`config.mk`:
```
export PLATFORM = sky130hd
export DESIGN_NAME = uart_cmd_encoder
export DESIGN_NICKNAME = d
export VERILOG_FILES = /design/src/rtl/uart_cmd_encoder.sv
export SDC_FILE = /design/constraint.sdc
export NUM_CORES = 1
export LEC_CHECK = 0
export CAP_MARGIN = 25
export CORE_MARGIN = 1.5
export CORE_UTILIZATION = 55
export DETAILED_ROUTE_END_ITERATION = 7
export PLACE_DENSITY = 0.88
export SLEW_MARGIN = 0
export SYNTH_ARGS = -nofsm -noshare
export SYNTH_HDL_FRONTEND = slang
export SYNTH_SLANG_ARGS = --single-unit
```
`constraint.sdc`:
```
create_clock -name clk -period 4.9 [get_ports clk]
set_input_delay 1.225 -clock clk [delete_from_list [all_inputs] [get_ports clk]]
set_output_delay 1.225 -clock clk [all_outputs]
set_load 0.05 [all_outputs]
```
`src/rtl/uart_cmd_encoder.sv`:
```
// Serialises one ALU command into the six-byte frame 0x08,A,0x10,B,0x20,op
// and paces it through a UART transmitter, one byte per i_txDone handshake.
module uart_cmd_encoder #(
    parameter int NB_DATA    = 8,
    parameter int NB_OP      = 6,
    parameter int GAP_CYCLES = 2
) (
    input  logic               clk,
    input  logic               i_rst,
    input  logic               i_valid,
    output logic               o_ready,
    input  logic [NB_DATA-1:0] i_datoA,
    input  logic [NB_DATA-1:0] i_datoB,
    input  logic [NB_OP-1:0]   i_operation,
    output logic               o_tx_start,
    output logic [NB_DATA-1:0] o_data,
    input  logic               i_txDone,
    output logic               o_busy,
    output logic               o_done
);

    typedef enum logic [1:0] {IDLE, SEND, WAIT, GAP} state_t;

    localparam int GW = $clog2(GAP_CYCLES + 2);
    localparam logic [GW-1:0] GAP_LAST = GW'((GAP_CYCLES > 0) ? GAP_CYCLES - 1 : 0);
    localparam logic [NB_DATA-1:0] TAG_A  = NB_DATA'(6'b001000);
    localparam logic [NB_DATA-1:0] TAG_B  = NB_DATA'(6'b010000);
    localparam logic [NB_DATA-1:0] TAG_OP = NB_DATA'(6'b100000);

    state_t             state_q, state_d;
    logic [2:0]         idx_q, idx_d;
    logic [GW-1:0]      gap_q, gap_d;
    logic [NB_DATA-1:0] a_q, a_d, b_q, b_d, data_q, data_d;
    logic [NB_OP-1:0]   op_q, op_d;
    logic               start_q, start_d, ready_q, ready_d;
    logic               busy_q, busy_d, done_q, done_d;

    function automatic logic [NB_DATA-1:0] frame_byte(
        input logic [2:0]         idx,
        input logic [NB_DATA-1:0] a,
        input logic [NB_DATA-1:0] b,
        input logic [NB_OP-1:0]   op
    );
        case (idx)
            3'd0:    frame_byte = TAG_A;
            3'd1:    frame_byte = a;
            3'd2:    frame_byte = TAG_B;
            3'd3:    frame_byte = b;
            3'd4:    frame_byte = TAG_OP;
            default: frame_byte = NB_DATA'(op);
        endcase
    endfunction

    always_comb begin
        state_d = state_q;
        idx_d   = idx_q;
        gap_d   = gap_q;
        a_d     = a_q;
        b_d     = b_q;
        op_d    = op_q;
        data_d  = data_q;
        done_d  = 1'b0;
        case (state_q)
            IDLE: begin
                if (i_valid) begin
                    a_d     = i_datoA;
                    b_d     = i_datoB;
                    op_d    = i_operation;
                    idx_d   = 3'd0;
                    data_d  = TAG_A;
                    state_d = SEND;
                end
            end
            SEND: state_d = WAIT;
            WAIT: begin
                if (i_txDone) begin
                    if (idx_q == 3'd5) begin
                        idx_d   = 3'd0;
                        done_d  = 1'b1;
                        state_d = IDLE;
                    end else begin
                        idx_d = idx_q + 3'd1;
                        if (GAP_CYCLES == 0) begin
                            data_d  = frame_byte(idx_q + 3'd1, a_q, b_q, op_q);
                            state_d = SEND;
                        end else begin
                            gap_d   = '0;
                            state_d = GAP;
                        end
                    end
                end
            end
            GAP: begin
                // Next byte is loaded as SEND is entered, so o_data stays put across the gap
                if (gap_q == GAP_LAST) begin
                    gap_d   = '0;
                    data_d  = frame_byte(idx_q, a_q, b_q, op_q);
                    state_d = SEND;
                end else begin
                    gap_d = gap_q + 1'b1;
                end
            end
            default: state_d = IDLE;
        endcase
        start_d = (state_d == SEND);
        busy_d  = (state_d != IDLE);
        ready_d = (state_d == IDLE);
    end

    always_ff @(posedge clk or posedge i_rst) begin
        if (i_rst) begin
            state_q <= IDLE;
            idx_q   <= '0;
            gap_q   <= '0;
            a_q     <= '0;
            b_q     <= '0;
            op_q    <= '0;
            data_q  <= '0;
            start_q <= 1'b0;
            ready_q <= 1'b1;
            busy_q  <= 1'b0;
            done_q  <= 1'b0;
        end else begin
            state_q <= state_d;
            idx_q   <= idx_d;
            gap_q   <= gap_d;
            a_q     <= a_d;
            b_q     <= b_d;
            op_q    <= op_d;
            data_q  <= data_d;
            start_q <= start_d;
            ready_q <= ready_d;
            busy_q  <= busy_d;
            done_q  <= done_d;
        end
    end

    assign o_ready    = ready_q;
    assign o_tx_start = start_q;
    assign o_data     = data_q;
    assign o_busy     = busy_q;
    assign o_done     = done_q;

endmodule

```
# --- Yosys cells after proc, flatten, opt, wreduce, memory -nomap -nowiden ---
# Index checks and enable logic that the tools add are counted.
word_totals:
  register_bits: 41
  latch_bits: 0
  mem_bits_rw: 0
  rom_bits: 0
  inputBits: 26
  out_inout_bits: 12
  wordCells: 58
  memories: 0
classes:
  n_addsub: 2
  mul: 0
  n_div: 0
  order_cmp: 0
  eq_ne: 14
  shifts: 0
  mux: 20
  n_bitwise: 0
  reduce_logical: 11
ops:
  columns: ["operator", "n"]
  rows:
  - ["$pmux 8 s5", 1]
  - ["$mux 8", 2]
  - ["$pmux 8 s2", 1]
  - ["$mux 2", 7]
  - ["$mux 3", 3]
  - ["$reduce_and 3->1", 3]
  - ["$ne 2x2->1 const B", 4]
  - ["$pmux 2 s4", 1]
  - ["$reduce_bool 2->1", 4]
  - ["$eq 2x1->1 const B", 3]
  - ["$eq 3x2->1 const B", 2]
  - ["$eq 3x3->1 const B", 2]
  - ["$pmux 3 s2", 1]
  - ["$eq 2x2->1 const B", 2]
  - ["$logic_not 2->1", 2]
  - ["$pmux 2 s2", 1]
  - ["$add 3x1->3 const B", 1]
  - ["$eq 3x1->1 const B", 1]
  - ["$logic_not 3->1", 1]
  - ["$mux 1", 3]
  - ["$add 2x1->2 const B", 1]
  - ["$reduce_and 2->1", 1]

# --- Longest topological paths before layout ---
logic_depth:
  ltp_word: 5
  ltp_mapped: 7
  ltp_nobuf: 5

# --- Least setup slack after synthesis ---
# No wires, ideal clock.
synth_timing:
  kind: "input-to-reg"
  start: "in i_valid"
  end: "reg a_q[0]"
  setup_time_ps: 117
  t_arrival_ps: 1933
  required_time_ps: 4783
  slack_ps: 2851
  path_stages: 5
  n_path_buf: 2
  path_cell_list: "or3b_1 buf_2 buf_6 nand2_1 nand2_1"
synth_via:
  elab_chain_len: 1
synth_lines:
  columns: ["element", "line", "source"]
  rows:
  - ["from (decl)", "10", "input logic i_valid,"]
  - ["$reduce_and 2->1 (no source line)", null, null]
  - ["to (signal assigned)", "115", "a_q <= '0;"]
  - ["to (signal assigned)", "127", "a_q <= a_d;"]
  - ["to (decl)", "33", "logic [NB_DATA-1:0] a_q, a_d, b_q, b_d, data_q, data_d;"]
# No other way between the ends.
# A chain may end at the register's enable or synchronous reset.

# --- Worst setup path in the final report ---
layout_timing:
  start: "reg ready_q (netlist: o_ready)"
  end: "out o_ready"
layout_rtl:
  columns: ["element", "line", "source"]
  rows:
  - ["from (decl)", "35", "logic start_q, start_d, ready_q, ready_d;"]
  - ["from (signal assigned)", "132", "ready_q <= ready_d;"]
  - ["to (decl)", "11", "output logic o_ready,"]
# No word-level cell between the ends.

==> impl_metrics.tcl <==
set metrics [dict create \
    p_per_area_nw_per_um2 583 \
    cp_slowest_stage_delay_ns 0.78 \
    crit_family "buffers and inverters" \
    path_buf_inv 1 \
    boundaryPins 38 \
    drt_wl_total_mm 3.53 \
    final-setup-viol-count 0 \
    clock_latency_ns 0.35 \
    gp_congestion 0.774 \
    ys_seq_area_frac 0.537 \
    seqPwrFrac 0.446 \
    dr.pass1.iters 6 \
    power.ir.vdd_worst_uv 270 \
    synth_cells 195 \
    power_leakage_nw 1.08 \
    route.detailed.wl_per_inst_um 12.8 \
    grt_overflow 0 \
    synthXorXnorAreaFrac 0 \
    timing.rr.start "idx_q[0]" \
    avgSynthCellArea_um2 9.80 \
    final_antenna_net_count 0 \
    htree_levels 2 \
    final_nets 255 \
    fin_skew_ns 0.0108 \
    status "finished clean" \
    synth-adder-area-share 0.0124 \
    post-place-cells 267 \
    crit_required_ns 3.67 \
    min_from "a_q[4]" \
    swShare 0.423 \
    crit_path_end_kind "output port" \
    syn_nets 222 \
    hpwlAfterDp_mm 2.41 \
    area_growth_pct 21.4 \
    cts_resized 0 \
    vias 1463 \
    crit_path_max_fanout 1 \
    hp-class "flop to flop" \
    post-route-period-util 0.589 \
    synth.ff_latch_count 41 \
    place_area_um2 2270 \
    cts.path.max_buffers 2 \
    die_w_um 62.0 \
    finish.utilization 0.696 \
    synth_compound_area_frac 0.133 \
    syn-cell-area_um2 1910 \
    pwr-share-clk 0.117 \
    yosys_warnings 0 \
    clock_sink_count 41 \
    drc 0 \
    clk_pin_slew_ns 0.11 \
    grt_pass1_wl_mm 6.02 \
    crit_chain "clkdlybuf4s50_1" \
    cts_tree "yes" \
    worst_slew_pin_slew_ns 0.961 \
    initial_core_util 0.573 \
    instances_no_fill 275 \
    postCtsSetupRepairBufs 0 \
    setup.worst_path.start "o_ready" \
    drt-initial-drc-count 71 \
    crit_type "flop to output port" \
    startpoint_type "flop" \
    cts_hold_buf 0 \
    ys_types 43 \
    drv_slew 0 \
    hold_viol_final 0 \
    fin_setup_tns_ns 0 \
    max_freq_ghz 0.347 \
    maxCapViolCount 0 \
    dieArea_um2 3840 \
    p_int_mw 0.781 \
    antenna_found_initial 0 \
    grt_usage 0.219 \
    final_area_um2 2320 \
    vias_per_cell 5.32 \
    row_count 21 \
    yosys.area_share.simple 0.249 \
    rsz0062_at_grt "no" \
    n_antenna_cell 0 \
    numCtsBuffers 5 \
    slew_headroom 0.358 \
    die_h_um 62.0 \
    power.switching_mw 0.573 \
    port-buffer-count 37 \
    critPathArrivalTime_ns 1.66 \
    synthMuxAreaShare 0.0170 \
    first_global_vias 1270 \
    coreArea_um2 3340 \
    synth_top_family_by_area "simple AND/OR/NAND/NOR gates" \
    fin_ws_ns 2.02 \
    grt_max_degree 42 \
    pwr-share-comb 0.437 \
    place_worst_setup_slack_ns 1.72 \
    cts_root_buf "clkbuf_4" \
    cpMaxStageDelayCell "clkdlybuf4s50_1" \
    fin_crit_ns 2.88 \
    drive_above_1_share 0.0655 \
]
through the flow:
stage,total power [mW],hold WS [ns]
final,1.35,0.480
after CTS,1.36,0.483
after global placement,1.18,0.450
after detailed placement,1.20,0.455
after global routing,1.47,0.514
after floorplan,1.05,0.437
state kept, by name, summed over array words and instances (netlist names):
name,count
a_q,8
b_q,8
o_data,8
op_q,6
idx_q,3
gap_q,2
state_q,2
o_busy,1
o_done,1
o_ready,1
o_tx_start,1
Yosys cell counts (all sizes together):
cell type,instances,area [um^2]
and4b,1,10.0
nand4b,1,15.0
ha,1,12.5
inv,6,22.5
nor4bb,2,20.0
and2,4,25.0
a21oi,8,40.0
nand3b,2,15.0
dfrtp,40,1000
nor3b,4,41.3
a32o,1,10.0
a2111oi,1,15.0
a211o,1,8.76
nor3,1,5.00
o21a,2,15.0
or3b,1,8.76
nand2,66,248
o21ai,2,10.0
nor2b,1,6.26
nor4,1,6.26
dfstp,1,26.3
a211oi,3,22.5
and3b,2,17.5
mux2,2,22.5
nor4b,2,17.5
o31ai,1,7.51
nor2,6,25.0
a22oi,2,15.0
buf,9,63.8
clkbuf,3,12.5
a221o,3,30.0
o2bb2ai,2,17.5
a32oi,1,8.76
nand3,3,15.0
mux2i,1,10.0
a22o,3,26.3
a21o,2,15.0
maj3,1,11.3
a31oi,2,12.5
layout make-up:
cell class                 count  area, um^2
sequential                    41        1030
fill                         252        1020
multi-input combinational    136         786
timing repair buffer          38         378
tap                           46        57.6
clock buffer                   7        45.0
inverter                       6        22.5
clock inverter                 1        5.00
cell usage in the layout, fill, tap and decap left out, drive strengths merged, types with 2 or more instances in the layout:
cell	Yosys	layout
a31oi	2	2
a21o	2	2
nor4b	2	2
clkbuf	3	7
mux2	2	2
o21ai	2	2
and3b	2	2
o21a	2	2
nor4bb	2	2
o2bb2ai	2	2
nand2	66	66
nor3b	4	4
inv	6	6
a22oi	2	2
clkdlybuf4s50	0	37
and2	4	4
a211oi	3	3
nor2	6	6
a21oi	8	8
a22o	3	3
nand3	3	3
nand3b	2	2
a221o	3	3
dfrtp	40	40
metal layers:
metal,GRT usage,vias to the layer above,routed length (um)
met1,0.322,679,1700
met5,0,-,0
met2,0.308,39,1630
met3,0.0642,4,169
li1,-,741,-
met4,0.0760,0,28
power by group through the flow:
stage                     clock network [mW]  logic, mW  registers (mW)
after floorplan                            0      0.374           0.674
after global placement                     0      0.578           0.603
after detailed placement                   0      0.594           0.610
after CTS                              0.164      0.596           0.602
after global routing                   0.185      0.656           0.626
final                                  0.158      0.591           0.604
logic make-up after synthesis:
logic type / Yosys count
and+or+nand+nor: 97
DFF: 41
AOI/OAI and AO/OA: 34
buffers and inverters: 18
muxes: 3
adders and majority gates: 2
path summary, 6_finish.rpt:
| kind | slack [ns] | cells past startpoint | end |
|---|---|---|---|
| setup / recovery | 2.02 | 1 | o_ready |
| max in group asynchronous | 3.26 | 3 | o_ready |
| hold / removal | 0.48 | 2 | a_q[4] |
| setup reg to reg | 2.62 | 5 | o_data[5] |
| hold reg to reg | 0.48 | 2 | a_q[4] |
| min in group asynchronous | 1.28 | 3 | idx_q[1] |
Note: power is estimated with default switching activity, not from simulation.
